**src/rtl/control_sequencer.sv**
```systemverilog
// Eight-phase fetch/decode/execute controller for the 8-bit RISC CPU.
// Strobes are a combinational decode of the state register, opcode and zero flag.
module control_sequencer #(
  parameter int unsigned OP_WIDTH = 3
) (
  input  logic                clk,
  input  logic                rst,
  input  logic [OP_WIDTH-1:0] opcode,
  input  logic                zero,
  output logic                sel,
  output logic                rd,
  output logic                ld_ir,
  output logic                inc_pc,
  output logic                halt,
  output logic                ld_pc,
  output logic                data_e,
  output logic                ld_ac,
  output logic                wr,
  output logic [2:0]          phase
);

  typedef enum logic [3:0] {
    StInstAddr  = 4'd0,
    StInstFetch = 4'd1,
    StInstLoad  = 4'd2,
    StIdle      = 4'd3,
    StOpAddr    = 4'd4,
    StOpFetch   = 4'd5,
    StAluOp     = 4'd6,
    StStore     = 4'd7,
    StHalted    = 4'd8
  } state_e;

  localparam logic [OP_WIDTH-1:0] OpHlt = OP_WIDTH'(0);
  localparam logic [OP_WIDTH-1:0] OpSkz = OP_WIDTH'(1);
  localparam logic [OP_WIDTH-1:0] OpAdd = OP_WIDTH'(2);
  localparam logic [OP_WIDTH-1:0] OpAnd = OP_WIDTH'(3);
  localparam logic [OP_WIDTH-1:0] OpXor = OP_WIDTH'(4);
  localparam logic [OP_WIDTH-1:0] OpLda = OP_WIDTH'(5);
  localparam logic [OP_WIDTH-1:0] OpSto = OP_WIDTH'(6);
  localparam logic [OP_WIDTH-1:0] OpJmp = OP_WIDTH'(7);

  state_e r_state;
  logic   w_aluop;
  logic   w_is_hlt;
  logic   w_is_sto;
  logic   w_is_jmp;

  assign w_aluop  = (opcode == OpAdd) || (opcode == OpAnd) || (opcode == OpXor) ||
                    (opcode == OpLda);
  assign w_is_hlt = (opcode == OpHlt);
  assign w_is_sto = (opcode == OpSto);
  assign w_is_jmp = (opcode == OpJmp);

  always_ff @(posedge clk or posedge rst) begin
    if (rst) begin
      r_state <= StInstAddr;
    end else begin
      case (r_state)
        StInstAddr:  r_state <= StInstFetch;
        StInstFetch: r_state <= StInstLoad;
        StInstLoad:  r_state <= StIdle;
        StIdle:      r_state <= StOpAddr;
        StOpAddr:    r_state <= w_is_hlt ? StHalted : StOpFetch;
        StOpFetch:   r_state <= StAluOp;
        StAluOp:     r_state <= StStore;
        StStore:     r_state <= StInstAddr;
        StHalted:    r_state <= StHalted;
        // Corrupted or X encodings restart the instruction cycle.
        default:     r_state <= StInstAddr;
      endcase
    end
  end

  always_comb begin
    sel    = 1'b0;
    rd     = 1'b0;
    ld_ir  = 1'b0;
    inc_pc = 1'b0;
    halt   = 1'b0;
    ld_pc  = 1'b0;
    data_e = 1'b0;
    ld_ac  = 1'b0;
    wr     = 1'b0;
    phase  = 3'd0;
    case (r_state)
      StInstAddr: begin
        sel   = 1'b1;
        phase = 3'd0;
      end
      StInstFetch: begin
        sel   = 1'b1;
        rd    = 1'b1;
        phase = 3'd1;
      end
      StInstLoad, StIdle: begin
        sel   = 1'b1;
        rd    = 1'b1;
        ld_ir = 1'b1;
        phase = (r_state == StIdle) ? 3'd3 : 3'd2;
      end
      StOpAddr: begin
        inc_pc = 1'b1;
        halt   = w_is_hlt;
        phase  = 3'd4;
      end
      StOpFetch: begin
        rd    = w_aluop;
        phase = 3'd5;
      end
      StAluOp: begin
        rd     = w_aluop;
        inc_pc = (opcode == OpSkz) && zero;
        ld_pc  = w_is_jmp;
        data_e = w_is_sto;
        phase  = 3'd6;
      end
      StStore: begin
        rd     = w_aluop;
        ld_ac  = w_aluop;
        ld_pc  = w_is_jmp;
        inc_pc = w_is_jmp;
        wr     = w_is_sto;
        data_e = w_is_sto;
        phase  = 3'd7;
      end
      StHalted: begin
        halt  = 1'b1;
        phase = 3'd4;
      end
      default: ;
    endcase
  end

endmodule

```
**config.mk**
```make
export PLATFORM = sky130hd
export DESIGN_NAME = control_sequencer
export DESIGN_NICKNAME = d
export VERILOG_FILES = /design/src/rtl/control_sequencer.sv
export SDC_FILE = /design/constraint.sdc
export NUM_CORES = 1
export LEC_CHECK = 0
export CORE_AREA = 2 2 39 41
export CTS_BUF_LIST = sky130_fd_sc_hd__clkbuf_2
export DETAILED_ROUTE_END_ITERATION = 10
export DIE_AREA = 0 0 41 43
export HOLD_SLACK_MARGIN = 0.12
export PLACE_DENSITY = 0.62
export SLEW_MARGIN = 20
export SYNTH_ARGS = -nofsm -noshare
export SYNTH_HDL_FRONTEND = slang
export SYNTH_SLANG_ARGS = --single-unit
```
**constraint.sdc**
```tcl
create_clock -name clk -period 1.7 [get_ports clk]
set_clock_uncertainty 0.1 [all_clocks]
set_input_delay 0.255 -clock clk [delete_from_list [all_inputs] [get_ports clk]]
set_output_delay 0.255 -clock clk [all_outputs]
set_load 0.1 [all_outputs]
```
After elaboration in Yosys (flattened, before gate mapping) --
Index checks and enable logic that the tools add are counted.
Word-level totals: register bits after elaboration 4, input bits 6, word-level logic and storage cells 41
Operators by class: mux-type cells 13, reduce and logical (&&, ||, !) cells 12, equal/unequal tests 15
Operators with widths (count):
- $pmux W4 S8 | 1
- $pmux W3 S6 | 1
- $eq A4 B3 Y1 const B | 4
- $eq A3 B3 Y1 const B | 4
- $eq A4 B2 Y1 const B | 2
- $mux W1 | 7
- $eq A3 B2 Y1 const B | 2
- $reduce_or A2 Y1 | 3
- $reduce_or A3 Y1 | 2
- $eq A4 B1 Y1 const B | 1
- $eq A4 B4 Y1 const B | 1
- $logic_not A4 Y1 | 1
- $mux W4 | 1
- $pmux W1 S2 | 2
- $reduce_or A4 Y1 | 1
- $eq A3 B1 Y1 const B | 1
- $logic_not A3 Y1 | 1
- $logic_or A1 B1 Y1 | 3
- $pmux W1 S3 | 1
- $logic_and A1 B1 Y1 | 1

Logic depth before layout (Yosys ltp) --
Gate-level depths: netlist of the first run.
depth after elaboration 5, mapped depth 4, depth with buffers taken out 3

Least setup slack after synthesis of the first run --
OpenSTA, ideal clock, no wires.
path kind register to output, start point register r_state[1], end point output rd, required time 1345 ps, data arrival time 2855 ps, setup slack -1510 ps, stages on the path, launching flop included 4, cell sequence dfrtp_1 > buf_2 > nor2_1 > a211oi_1
On the way: longest elaborated chain between the ends 3
Ends and longest elaborated chain:
- start: declaration | RTL line 43 | state_e r_state;
- start signal: assignment | RTL line 57 | r_state <= StInstAddr;
- start signal: assignment | RTL line 60 | StInstAddr: r_state <= StInstFetch;
- start signal: assignment | RTL line 61 | StInstFetch: r_state <= StInstLoad;
- $eq A4 B3 Y1, or another cell as far along | RTL line 86 | case (r_state)
- $reduce_or A3 Y1 (no source line)
- $pmux W1 S2 (*) | RTL line 86
- end: declaration | RTL line 11 | output logic rd,
Every way passes the cells marked *; elsewhere a longest branch is shown, timed or not.

Worst setup path after layout of the first run --
start point input opcode[2], end point output halt
On the way: longest elaborated chain between the ends 2
Ends and longest elaborated chain:
- start: declaration | RTL line 8 | input logic [OP_WIDTH-1:0] opcode,
- $logic_not A3 Y1 | RTL line 51 | assign w_is_hlt = (opcode == OpHlt);
- $pmux W1 S2 | RTL line 86
- end: declaration | RTL line 14 | output logic halt,
No other way between the ends.

==> summary.json, run 1 <==
{
  "outcome": {"value": "complete, but fails checks"},
  "violations_in_the_final_reports": {"value": "setup timing"},
  "finalCritPeriodShare": {"value": 113, "unit": "%"},
  "numCtsBuffers": {"value": 3},
  "registers.top_by_ff_count": {"value": "r_state"},
  "setup_ws": {"value": -228, "unit": "ps"},
  "regToRegStartpoint": {"value": "r_state[2]$_DFF_PP0_"},
  "synth.largest_area_cell": {"value": "sky130_fd_sc_hd__dfrtp_1"},
  "grt_start_max_net_pins": {"value": 11},
  "drt_drc_violations_left": {"value": 0},
  "htree_levels": {"value": 1},
  "grt_overflow_total": {"value": 0},
  "synth_nets": {"value": 45},
  "clock_tree_from_tritoncts": {"value": "done"},
  "wl_per_cell": {"value": 13.4, "unit": "µm"},
  "critical_path.max_fanout": {"value": 2},
  "cp.arrival": {"value": 1570, "unit": "ps"},
  "postSynthCellCount": {"value": 39},
  "io_buffer_count": {"value": 17},
  "end_kind": {"value": "output pin"},
  "synth_fa_ha_area_share": {"value": 0, "unit": "%"},
  "setup_violations": {"value": 6},
  "antenna_found_initial": {"value": 0},
  "clock_path_buffers": {"value": 2},
  "drt_first_pass_iters": {"value": 4},
  "cp-start-kind": {"value": "input pin"},
  "finalInstanceArea": {"value": 932, "unit": "µm²"},
  "synthXorXnorAreaFrac": {"value": 8.02, "unit": "%"},
  "fillers": {"value": 107},
  "finalHoldWorstSlack": {"value": 139, "unit": "ps"},
  "yosysSeqAreaShare": {"value": 30.5, "unit": "%"},
  "multiInputGateArea": {"value": 338, "unit": "µm²"},
  "worst_pin_slew": {"value": 308, "unit": "ps"},
  "num-nets-final": {"value": 82},
  "route.detailed.vias_per_inst": {"value": 4.92},
  "grt_first_pass_wirelength": {"value": 1750, "unit": "µm"},
  "placedInstanceArea": {"value": 787, "unit": "µm²"},
  "detailedPlace.worstSlack": {"value": -453, "unit": "ps"},
  "timing.fmax": {"value": 0.519, "unit": "GHz"},
  "synthDominantCellAreaShare": {"value": 30.5, "unit": "%"},
  "hold_class": {"value": "input pin to asynchronous set/reset pin"},
  "crit_path_start": {"value": "opcode[2]"},
  "initial_util": {"value": 23.7, "unit": "%"},
  "setup_tns": {"value": -629, "unit": "ps"},
  "biggestRegsByFlops": {"value": "r_state x4"},
  "setup_repair_after_global_routing_missed_its_margin": {"value": "yes"},
  "synth_top_family_by_area": {"value": "simple AND/OR/NAND/NOR gates"},
  "tritoncts_num_sinks": {"value": 4},
  "summed_instance_area_of_the_synthesized_netlist": {"value": 328, "unit": "µm²"},
  "report.final.slew_viol_count": {"value": 0},
  "drive_gt1_share": {"value": 73.3, "unit": "%"},
  "report.final.hold_viol_count": {"value": 0},
  "path_clk_slew": {"value": 50, "unit": "ps"},
  "layout-area-overhead-vs-synth": {"value": 184, "unit": "%"},
  "die_y": {"value": 43, "unit": "µm"},
  "post_synth_num_cell_types": {"value": 20},
  "detail-route-antenna-nets": {"value": 0},
  "die_area": {"value": 1760, "unit": "µm²"},
  "path_class": {"value": "input pin to output pin"},
  "synth.yosys.warnings": {"value": 0},
  "detail_route.wirelength": {"value": 1220, "unit": "µm"},
  "synth_compound_area_share": {"value": 19.5, "unit": "%"},
  "drv.max_cap_violation_count": {"value": 0},
  "timing.slew.headroom": {"value": 79.4, "unit": "%"},
  "via_count_of_the_first_global_routing_pass": {"value": 418},
  "ctsRootBufferMaster": {"value": "sky130_fd_sc_hd__clkbuf_2"},
  "detailedRoute.firstIterationViolations": {"value": 9},
  "muxShareOfSynthArea": {"value": 0, "unit": "%"},
  "required": {"value": 1340, "unit": "ps"},
  "area.sequential": {"value": 101, "unit": "µm²"},
  "global_route.usage.total": {"value": 14.8, "unit": "%"},
  "yosys-top-cells-area": {"value": "sky130_fd_sc_hd__dfrtp_1 31%, sky130_fd_sc_hd__o41ai_2 9.9%, sky130_fd_sc_hd__nor2_1 8.0%"},
  "die_width": {"value": 41, "unit": "µm"},
  "min_period": {"value": 1930, "unit": "ps"},
  "vias": {"value": 448},
  "largest_register_ff_count": {"value": 4},
  "placeableCoreArea": {"value": 1380, "unit": "µm²"},
  "num_antenna_cells": {"value": 0},
  "synth_area_per_cell": {"value": 8.41, "unit": "µm²"},
  "detailed_place_hpwl": {"value": 797, "unit": "µm"},
  "ys_seq_elements": {"value": 4},
  "io_pins": {"value": 18},
  "synth_simple_gate_area_share": {"value": 36.6, "unit": "%"},
  "clock_latency_reported_for_the_late_side_of_the_worst_skew_pair": {"value": 200, "unit": "ps"},
  "fp-row-count": {"value": 14},
  "gp_congestion": {"value": 0.807}
}
-- layout make-up --
type | count | share of cell area, %
Sequential cell | 4 | 10.9
Tap cell | 16 | 2.15
Multi-Input combinational cell | 31 | 36.2
Timing Repair Buffer | 35 | 48.2
Inverter | 1 | 0.403
Clock buffer | 4 | 2.15
-- path summary, 6_finish.rpt --
| kind | end | slack (ps) | depth (start not counted) |
|---|---|---|---|
| max in group asynchronous | r_state[2]$_DFF_PP0_ | 1200 | 2 |
| worst min-delay path | r_state[1]$_DFF_PP0_ | 140 | 2 |
| worst max register to register | r_state[3]$_DFF_PP0_ | 280 | 3 |
| worst min register to register | r_state[1]$_DFF_PP0_ | 570 | 2 |
| worst max-delay path | halt | -230 | 4 |
| min in group clk | r_state[3]$_DFF_PP0_ | 510 | 4 |
-- stage by stage --
step | cells | utilization [%]
after floorplan | 39 | -
after global placement | 79 | 56.9
after detailed placement | 79 | 56.9
after CTS | 86 | 61.2
after global routing | 91 | 67.4
final | 91 | 67.4
-- worst max-delay path, cell delays in order --
cell,delay (ps)
sky130_fd_sc_hd__dlygate4sd2_1,270
sky130_fd_sc_hd__or4b_4,550
sky130_fd_sc_hd__o41ai_4,280
sky130_fd_sc_hd__buf_12,220
-- layer usage --
metal | track usage [%] | share of wire [%] | routed length, µm
met3 | 4.19 | 3.3 | 40
met5 | 0 | 0 | 0
met1 | 18.3 | 37 | 448
met2 | 22.8 | 60 | 727
met4 | 6.67 | 0 | 0
-- cell families after synthesis --
group                     Yosys count
xor gates and xnor gates            3
DFF                                 4
and+or+nand+nor                    22
buffers and inverters               4
AOI/OAI and AO/OA                   6
-- synth_stat cells --
master                     number
sky130_fd_sc_hd__clkbuf_1       1
sky130_fd_sc_hd__nor2b_1        2
sky130_fd_sc_hd__nand4b_1       1
sky130_fd_sc_hd__xnor2_1        2
sky130_fd_sc_hd__a211oi_1       2
sky130_fd_sc_hd__nand3b_1       1
sky130_fd_sc_hd__o31ai_1        1
sky130_fd_sc_hd__or4b_4         1
sky130_fd_sc_hd__buf_2          2
sky130_fd_sc_hd__xor2_1         1
sky130_fd_sc_hd__inv_1          1
sky130_fd_sc_hd__a22o_1         1
sky130_fd_sc_hd__dfrtp_1        4
sky130_fd_sc_hd__nand4_1        1
sky130_fd_sc_hd__nor3_1         3
sky130_fd_sc_hd__nor2_1         7
sky130_fd_sc_hd__nand2_1        3
sky130_fd_sc_hd__nand2b_1       1
sky130_fd_sc_hd__o41ai_2        2
sky130_fd_sc_hd__and2_1         2
-- cells in the final DEF, fill, tap and decap left out, types with 2 or more instances in the layout --
| cell | count |
|---|---|
| sky130_fd_sc_hd__nor2_4 | 3 |
| sky130_fd_sc_hd__clkdlybuf4s50_1 | 2 |
| sky130_fd_sc_hd__nor2_1 | 2 |
| sky130_fd_sc_hd__buf_6 | 7 |
| sky130_fd_sc_hd__buf_12 | 12 |
| sky130_fd_sc_hd__nor3_1 | 2 |
| sky130_fd_sc_hd__clkbuf_2 | 4 |
| sky130_fd_sc_hd__nor2_2 | 2 |
| sky130_fd_sc_hd__dfrtp_1 | 3 |
| sky130_fd_sc_hd__buf_4 | 11 |
| sky130_fd_sc_hd__dlygate4sd2_1 | 2 |
| sky130_fd_sc_hd__and2_4 | 2 |
-- timing repair --
| item | in CTS | in global routing |
|---|---|---|
| resized for setup | 7 | 11 |
| buffers inserted | 3 | 5 |
| pin swaps | 5 | 8 |
| endpoints found under the setup margin | 8 | 8 |
| hold buffers | 0 | 0 |
Power of run 1 is not shown: default switching activity piles up to over one toggle a cycle in this logic, so the estimate is an artifact.
==> inputs of run 2 (changes only) <==
Settings changed: CTS_CLUSTER_SIZE set to 30.
==> results of run 2 <==
No change in the layout: final DEF, timing and power equal those of run 1.
Power of run 2 is left out for the same reason.
